<file path="config.mk">
export PLATFORM = sky130hd
export DESIGN_NAME = u_tx_flat
export DESIGN_NICKNAME = d
export VERILOG_FILES = /design/src/rtl/u_tx_if.sv /design/src/rtl/u_tx.sv /design/src/flat_wrapper.sv
export SDC_FILE = /design/constraint.sdc
export NUM_CORES = 1
export LEC_CHECK = 0
export BUFFER_PORTS_ARGS = -buffer_cell sky130_fd_sc_hd__buf_2
export CORE_MARGIN = 2
export CORE_UTILIZATION = 30
export CTS_BUF_LIST = sky130_fd_sc_hd__clkbuf_8
export CTS_CLUSTER_SIZE = 24
export DETAILED_ROUTE_END_ITERATION = 8
export GPL_TIMING_DRIVEN = 1
export PLACE_DENSITY = 0.51
export SLEW_MARGIN = 20
export SYNTH_ARGS = -nofsm -noshare
export SYNTH_HDL_FRONTEND = slang
export SYNTH_SLANG_ARGS = --single-unit
export TNS_END_PERCENT = 1
</file>
<file path="constraint.sdc">
create_clock -name i_clk -period 1.6 [get_ports i_clk]
set_clock_uncertainty 0.05 [all_clocks]
set_input_delay 0.24 -clock i_clk [delete_from_list [all_inputs] [get_ports i_clk]]
set_output_delay 0.24 -clock i_clk [all_outputs]
set_load 0.005 [all_outputs]
</file>
<file path="src/rtl/u_tx_if.sv">
// u_tx_if: request and serial-bit handshake bundle for the u_tx thermometer transmitter.
// The slave modport is the transmitter. The master modport is whoever drives the requests
// and takes the bits.
interface u_tx_if #(
    parameter int W = 8
);
    localparam int CW = $clog2(W + 1);

    logic          i_in_vld;
    logic [CW-1:0] i_in_cnt;
    logic          i_in_inv;
    logic          o_in_rdy;
    logic          o_ser_vld;
    logic          o_ser_bit;
    logic          o_ser_last;
    logic          i_ser_rdy;
    logic          o_busy;

    modport slave (
        input  i_in_vld, i_in_cnt, i_in_inv, i_ser_rdy,
        output o_in_rdy, o_ser_vld, o_ser_bit, o_ser_last, o_busy
    );

    modport master (
        output i_in_vld, i_in_cnt, i_in_inv, i_ser_rdy,
        input  o_in_rdy, o_ser_vld, o_ser_bit, o_ser_last, o_busy
    );
endinterface

</file>
<file path="src/rtl/u_tx.sv">
// u_tx: serial transmitter for W-bit unary (thermometer) codes, sent LSB first.
// A binary count is accepted over valid/ready. W bits follow on a valid/ready serial
// port, and the last bit is flagged.
// Optional feature: define U_TX_COMPLIMENT_EN to honour i_in_inv, which selects the
// complimented code. Without it, inv is tied low and the port is ignored.
module u_tx #(
    parameter int W = 8
) (
    input logic   i_clk,
    input logic   i_arst_n,
    u_tx_if.slave bus
);
    localparam int CW = $clog2(W + 1);

    localparam logic [0:0] ST_IDLE  = 1'b0;
    localparam logic [0:0] ST_SHIFT = 1'b1;

    localparam logic [CW-1:0] W_C    = CW'(W);
    localparam logic [CW-1:0] LAST_C = CW'(W - 1);

    logic [0:0]    state_q, state_d;
    logic [CW-1:0] idx_q, idx_d;
    logic [CW-1:0] cnt_q, cnt_d;
    logic          inv_q, inv_d;

    logic [CW-1:0] cnt_sat;
    logic          inv_in;
    logic          is_last;
    logic          in_shift;

    // Oversized counts clamp to an all-ones code. No error is reported.
    assign cnt_sat = (bus.i_in_cnt > W_C) ? W_C : bus.i_in_cnt;

`ifdef U_TX_COMPLIMENT_EN
    assign inv_in = bus.i_in_inv;
`else
    // The port stays on the interface so both builds look identical from outside.
    logic unused_inv;
    assign unused_inv = bus.i_in_inv;
    assign inv_in     = 1'b0;
`endif

    assign in_shift = (state_q == ST_SHIFT);
    assign is_last  = (idx_q == LAST_C);

    // Output decode: everything is quiet in IDLE, and bits are driven straight from the state in SHIFT.
    always_comb begin
        bus.o_in_rdy   = !in_shift;
        bus.o_busy     = in_shift;
        bus.o_ser_vld  = in_shift;
        bus.o_ser_bit  = in_shift & ((idx_q < cnt_q) ^ inv_q);
        bus.o_ser_last = in_shift & is_last;
    end

    // Next state: latch the request in IDLE, and advance one bit per serial handshake in SHIFT.
    always_comb begin
        state_d = state_q;
        idx_d   = idx_q;
        cnt_d   = cnt_q;
        inv_d   = inv_q;
        case (state_q)
            ST_IDLE: begin
                if (bus.i_in_vld) begin
                    state_d = ST_SHIFT;
                    cnt_d   = cnt_sat;
                    inv_d   = inv_in;
                    idx_d   = '0;
                end
            end
            default: begin
                if (bus.i_ser_rdy) begin
                    if (is_last) begin
                        state_d = ST_IDLE;
                        idx_d   = '0;
                    end else begin
                        idx_d = idx_q + CW'(1);
                    end
                end
            end
        endcase
    end

    // State registers. Reset aborts any code in flight.
    always_ff @(posedge i_clk or negedge i_arst_n) begin
        if (!i_arst_n) begin
            state_q <= ST_IDLE;
            idx_q   <= '0;
            cnt_q   <= '0;
            inv_q   <= 1'b0;
        end else begin
            state_q <= state_d;
            idx_q   <= idx_d;
            cnt_q   <= cnt_d;
            inv_q   <= inv_d;
        end
    end
endmodule

</file>
<file path="src/flat_wrapper.sv">
// flat-port wrapper written by rule: the top's interface ports become plain ports
module u_tx_flat 
#(
    parameter int W = 8
)
  (i_clk, i_arst_n, bus_i_in_vld, bus_i_in_cnt, bus_i_in_inv, bus_i_ser_rdy, bus_o_in_rdy, bus_o_ser_vld, bus_o_ser_bit, bus_o_ser_last, bus_o_busy);
  u_tx_if #(.W(W)) bus_i ();
  input logic i_clk;
  input logic i_arst_n;
  input wire logic [$bits(bus_i.i_in_vld)-1:0] bus_i_in_vld;
  input wire logic [$bits(bus_i.i_in_cnt)-1:0] bus_i_in_cnt;
  input wire logic [$bits(bus_i.i_in_inv)-1:0] bus_i_in_inv;
  input wire logic [$bits(bus_i.i_ser_rdy)-1:0] bus_i_ser_rdy;
  output wire logic [$bits(bus_i.o_in_rdy)-1:0] bus_o_in_rdy;
  output wire logic [$bits(bus_i.o_ser_vld)-1:0] bus_o_ser_vld;
  output wire logic [$bits(bus_i.o_ser_bit)-1:0] bus_o_ser_bit;
  output wire logic [$bits(bus_i.o_ser_last)-1:0] bus_o_ser_last;
  output wire logic [$bits(bus_i.o_busy)-1:0] bus_o_busy;
  assign bus_i.i_in_vld = bus_i_in_vld;
  assign bus_i.i_in_cnt = bus_i_in_cnt;
  assign bus_i.i_in_inv = bus_i_in_inv;
  assign bus_i.i_ser_rdy = bus_i_ser_rdy;
  assign bus_o_in_rdy = bus_i.o_in_rdy;
  assign bus_o_ser_vld = bus_i.o_ser_vld;
  assign bus_o_ser_bit = bus_i.o_ser_bit;
  assign bus_o_ser_last = bus_i.o_ser_last;
  assign bus_o_busy = bus_i.o_busy;
  u_tx #(.W(W)) u_core (.i_clk(i_clk), .i_arst_n(i_arst_n), .bus(bus_i));
endmodule
</file>
# Yosys cells after proc, flatten, opt, wreduce, memory -nomap -nowiden
# Cells that the tools add are included.
[word_totals] input_bits=9 elab_cells=24 output_inout_bits=5 reg_bits=9
[op_classes] n_addsub=1 bitwise_logic=3 magnitude_cmp=2 n_reduce_logical=4 n_eq_ne=2 muxes=9
[op_table] op="$mux 4" n=5
[op_table] op="$add 4x1->4 const B" n=1
[op_table] op="$eq 4x3->1 const B" n=1
[op_table] op="$gt 4x4->1 const B" n=1
[op_table] op="$lt 4x4->1" n=1
[op_table] op="$mux 1" n=4
[op_table] op="$reduce_and 2->1" n=2
[op_table] op="$and 1x1->1" n=2
[op_table] op="$ne 2x2->1 const B" n=1
[op_table] op="$reduce_bool 2->1" n=1
[op_table] op="$logic_not 1->1" n=1
[op_table] op="$not 1->1" n=1

# Logic depth before layout (Yosys ltp)
[logic_depth] ltp_word=4 depth_mapped=4 ltp_nobuf=4

# Least setup slack after synthesis
# OpenSTA, ideal clock, no wires.
[synth_path] kind="flip-flop to output port" startpoint="reg u_core.cnt_q[3]" endpoint="out bus_o_ser_bit" path_buffers=0 required_time_ns=1.310 path_stages_with_launch=5 path_slack_ns=0.219 t_arrival_ns=1.091 path_cell_list="dfrtp_1 > inv_1 > ha_1 > a211o_1 > a31oi_1"
[synth_via] elab_chain_cells=2
[synth_rtl] item="start, declared" line="u_tx.sv:23" text="logic [CW-1:0] cnt_q, cnt_d;"
[synth_rtl] item="start signal, assigned" line="u_tx.sv:93" text="cnt_q <= cnt_d;"
[synth_rtl] item="$lt 4x4->1" line="u_tx.sv:51" text="bus.o_ser_bit = in_shift & ((idx_q < cnt_q) ^ inv_q);"
[synth_rtl] item="$and 1x1->1" line="u_tx.sv:51"
[synth_rtl] item="end, declared" line="flat_wrapper.sv:16" text="output wire logic [$bits(bus_i.o_ser_bit)-1:0] bus_o_ser_bit;"
# Every way passes these cells.

# Worst setup path in the final report
# Same ends and word-level chain as after synthesis.

==> impl_results.html <==
<table>
<tr><th>Metric</th><th>Value</th></tr>
<tr><th colspan="2">Finish</th></tr>
<tr><td>Diode count</td><td>0</td></tr>
<tr><td>Cell area after layout</td><td>703 um^2</td></tr>
<tr><td>Number of nets in the layout</td><td>90</td></tr>
<tr><td>Area Growth Syn to Fin</td><td>31.0%</td></tr>
<tr><td>Share of cells above drive strength 1</td><td>31.6%</td></tr>
<tr><td>Utilization of the core after routing</td><td>around two fifths</td></tr>
<tr><th colspan="2">Flow run</th></tr>
<tr><td>Max Cap Viol</td><td>0</td></tr>
<tr><th colspan="2">Synth</th></tr>
<tr><td>Count of state elements after synthesis</td><td>9</td></tr>
<tr><td>Total standard cell area after synthesis</td><td>approximately 540 um^2</td></tr>
<tr><td>Number of unique standard cell types used by synthesis</td><td>23</td></tr>
<tr><td>Sequential-to-total area share from yosys stat</td><td>42.0%</td></tr>
<tr><td>Synthesized area per cell</td><td>between 9 and 10 um^2</td></tr>
<tr><td>Gate count after technology mapping</td><td>56</td></tr>
<tr><td>Proportion of synthesized flip-flops having asynchronous set or reset</td><td>100%</td></tr>
<tr><td>Prevailing post-synth register cell</td><td>dfrtp_1</td></tr>
<tr><td>Count of yosys warnings during synthesis</td><td>0</td></tr>
<tr><td>EDFF count, synth</td><td>0</td></tr>
<tr><td>Net Count, Synth</td><td>69</td></tr>
<tr><th colspan="2">Detailed routing</th></tr>
<tr><td>Count of TritonRoute iterations in the first routing pass</td><td>2</td></tr>
<tr><td>Wire length per cell after detailed routing</td><td>roughly 11 um</td></tr>
<tr><td>Drt total wl</td><td>1090 um</td></tr>
<tr><td>Via density per instance</td><td>4.66</td></tr>
<tr><td>Number of remaining DRC errors</td><td>0</td></tr>
<tr><td>DRT antenna net count</td><td>0</td></tr>
<tr><td>Number of DRC markers after the initial detailed-route iteration</td><td>6</td></tr>
<tr><td>Routed via count</td><td>around 470</td></tr>
<tr><th colspan="2">Power and ir drop</th></tr>
<tr><td>Switching component of the power</td><td>0.440 mW</td></tr>
<tr><td>LEAKAGE</td><td>0.364 nW</td></tr>
<tr><td>Combinational cell fraction of total power</td><td>46.6%</td></tr>
<tr><td>Power density cells</td><td>~1800 nW/um^2</td></tr>
<tr><td>IR Drop Worst-Case VDD</td><td>just over 0.9 mV</td></tr>
<tr><td>Clock share of power</td><td>20.2%</td></tr>
<tr><td>Sequential fraction of design power</td><td>33.2%</td></tr>
<tr><td>Cell-internal power</td><td>0.841 mW</td></tr>
<tr><td>Net switching fraction of the power</td><td>34.3%</td></tr>
<tr><th colspan="2">Worst setup path</th></tr>
<tr><td>Logic depth of the worst register-to-register path</td><td>3</td></tr>
<tr><td>Critical Path Source</td><td>u_core.cnt_q[3]$_DFFE_PN0P_</td></tr>
<tr><td>Kind of critical path</td><td>reg2out</td></tr>
<tr><td>Arrival time worst endpoint</td><td>roughly 1.5 ns</td></tr>
<tr><td>Launch instance of the worst register-to-register path</td><td>u_core.idx_q[0]$_DFFE_PN0P_</td></tr>
<tr><td>Reg-to-reg slack, setup</td><td>approximately 0.31 ns</td></tr>
<tr><td>Setup crit end kind</td><td>output pin</td></tr>
<tr><td>Worst setup path end</td><td>bus_o_ser_bit</td></tr>
<tr><td>Endpoint of the lowest-slack register-to-register path</td><td>u_core.idx_q[3]$_DFFE_PN0P_</td></tr>
<tr><td>Highest net fanout along the worst path</td><td>2</td></tr>
<tr><td>Required time of the worst setup path</td><td>1.31 ns</td></tr>
<tr><td>Setup crit start kind</td><td>flop</td></tr>
<tr><th colspan="2">Floorplanning</th></tr>
<tr><td>Number of top-level pins</td><td>14</td></tr>
<tr><td>Die outline area</td><td>about 2100 um^2</td></tr>
<tr><td>Floorplan die width</td><td>between 40 and 50 um</td></tr>
<tr><td>Core area</td><td>1710 um^2</td></tr>
<tr><td>Die height</td><td>about 46 um</td></tr>
<tr><td>Initial cell density of the core</td><td>31.4%</td></tr>
<tr><td>Count of standard-cell rows</td><td>15</td></tr>
<tr><th colspan="2">STA</th></tr>
<tr><td>Transition time of the tightest slew-check pin</td><td>0.285 ns</td></tr>
<tr><td>Final count of pins violating max slew</td><td>0</td></tr>
<tr><td>Unrepaired setup endpoints after global routing</td><td>yes</td></tr>
<tr><td>Worst relative slew slack</td><td>81.0%</td></tr>
<tr><td>Maximum clock frequency</td><td>560 MHz</td></tr>
<tr><td>Final number of hold-violating endpoints</td><td>0</td></tr>
<tr><td>Final Critical Period</td><td>1.79 ns</td></tr>
<tr><td>Period utilisation layout</td><td>112%</td></tr>
<tr><td>Post-layout worst setup margin</td><td>-0.186 ns</td></tr>
<tr><td>Final setup vio count</td><td>1</td></tr>
<tr><td>Worst hold slack</td><td>0.204 ns</td></tr>
<tr><td>Accumulated negative setup slack</td><td>-0.186 ns</td></tr>
<tr><th colspan="2">Min path</th></tr>
<tr><td>Path category of the worst min-delay check</td><td>in2reg</td></tr>
<tr><td>Number of instances on the worst hold path</td><td>3</td></tr>
<tr><td>Launch instance of the worst min-delay path</td><td>bus_i_in_cnt[1]</td></tr>
<tr><th colspan="2">Global routing</th></tr>
<tr><td>Via count of the first global-routing pass</td><td>419</td></tr>
<tr><td>Pin count of the biggest net entering global routing</td><td>12</td></tr>
<tr><td>Initial antenna violation count</td><td>0</td></tr>
<tr><td>Total gr overflow</td><td>0</td></tr>
<tr><td>Wire length of the first global-routing pass</td><td>1810 um</td></tr>
<tr><td>GRT Total Usage</td><td>between 10% and 20%</td></tr>
<tr><th colspan="2">Clocking</th></tr>
<tr><td>Deepest level of the CTS H-tree</td><td>1</td></tr>
<tr><td>Worst-Skew Late Latency</td><td>0.23 ns</td></tr>
<tr><td>Clock root cell</td><td>clkbuf_8</td></tr>
<tr><td>Number of buffers created by CTS</td><td>3</td></tr>
<tr><td>Clk buf depth</td><td>2</td></tr>
<tr><td>TritonCTS clock tree</td><td>done</td></tr>
<tr><td>Clock slew at the register clock pins of the worst setup and hold paths</td><td>0.05 ns</td></tr>
<tr><td>Clock sinks</td><td>9</td></tr>
<tr><th colspan="2">Status</th></tr>
<tr><td>Run status</td><td>finished with violations</td></tr>
<tr><td>Violations in the final reports</td><td>negative setup slack</td></tr>
<tr><th colspan="2">Placed design</th></tr>
<tr><td>Placed standard-cell area</td><td>between 600 and 700 um^2</td></tr>
<tr><td>IO Port Bufs</td><td>12</td></tr>
<tr><td>Detailed-placement wirelength estimate</td><td>812 um</td></tr>
<tr><td>Routability congestion estimate</td><td>0.721</td></tr>
</table>
## per-stage QoR
| stage | power (mW) | setup WS (ns) | cells |
|---|---|---|---|
| final | 1.28 | -0.186 | 101 |
| after global routing | 1.42 | -0.234 | 101 |
| after CTS | 1.27 | -0.148 | 100 |
| after detailed placement | 0.930 | 0.0699 | 92 |
| after global placement | 0.914 | 0.0586 | 92 |
| after floorplan | 0.778 | 0.219 | 56 |
## worst max-delay path, stage by stage, from the launching register on
cell     delay (ns)
dfrtp_1        0.34
inv_1          0.05
ha_1           0.31
a211o_1        0.27
a31oi_1        0.15
buf_2          0.14
## power by group through the flow
stage | Clock, mW | Combinational (mW) | Sequential (mW)
floorplan | 0 | 0.370 | 0.408
global placement | 0 | 0.482 | 0.432
detailed placement | 0 | 0.495 | 0.435
CTS | 0.268 | 0.573 | 0.426
global route | 0.285 | 0.683 | 0.449
finish | 0.259 | 0.597 | 0.426
## flip-flops by register name, indices dropped and copies added, names as in the netlist
name,flops
u_core.bus.o_busy,1
u_core.idx_q,4
u_core.cnt_q,4
## kinds of logic (layout without fill, tap and decap cells)
kind of cell | Yosys count | after routing | synth area share [%]
fa+ha+maj | 4 | 4 | 9.32
flops | 9 | 9 | 42.0
simple gates | 18 | 18 | 19.3
mux | 2 | 2 | 4.66
buf+inv | 8 | 28 | 7.69
compound gates | 15 | 15 | 17.0
## metal layers
metal	up-vias	track usage, %	part of all wire, %
li1	234	-	-
met1	219	15.7	47
met2	16	18.3	47
met3	2	3.53	4.8
met4	0	8.57	0.82
met5	-	0	0
## synth_stat cells (all sizes together), types with 2 or more instances
| cell | count | area (um^2) |
|---|---|---|
| nand2b | 6 | 45.0 |
| a21oi | 2 | 10.0 |
| buf | 2 | 18.8 |
| nor2 | 2 | 7.51 |
| ha | 4 | 50.1 |
| inv | 6 | 22.5 |
| dfrtp | 9 | 225 |
| nand2 | 5 | 18.8 |
| nand3b | 2 | 15.0 |
| a31oi | 3 | 18.8 |
| o21ai | 6 | 30.0 |
## how the worst min path moves through the flow
stage,slack [ns],end
5_1_grt,0.23,u_core.cnt_q[3]$_DFFE_PN0P_
2_1_floorplan,-0.11,u_core.bus.o_busy$_DFF_PN0_
6_report,0.20,u_core.cnt_q[1]$_DFFE_PN0P_
4_1_cts,0.20,u_core.cnt_q[1]$_DFFE_PN0P_
3_3_place_gp,0.06,u_core.idx_q[0]$_DFFE_PN0P_
3_5_place_dp,0.06,u_core.idx_q[0]$_DFFE_PN0P_
## cell type report
| type | instances | area (um^2) |
|---|---|---|
| well taps | 25 | 31.3 |
| multi-input cells | 39 | 270 |
| clock inverters | 1 | 3.75 |
| repair buffers | 18 | 108 |
| clock buffers | 3 | 41.3 |
| inverters | 6 | 22.5 |
| fillers | 184 | 1000 |
| flip-flops and latches | 9 | 226 |
## cell usage in the layout (no fill, tap or decap), types with 3 or more instances in the layout
master,instances
dfrtp_1,8
ha_1,4
nand2b_1,5
buf_4,5
nand2_1,5
o21ai_0,6
inv_1,6
buf_2,12
a31oi_1,3
clkbuf_8,3
## timing repair
item	4_1_cts	5_1_grt
hold endpoints to repair	9	0
resized for setup	0	1
pin swaps	2	1
buffers inserted	3	1
hold buffers	1	0
setup endpoints to repair	1	2
Note: power is estimated with default switching activity, not from simulation.
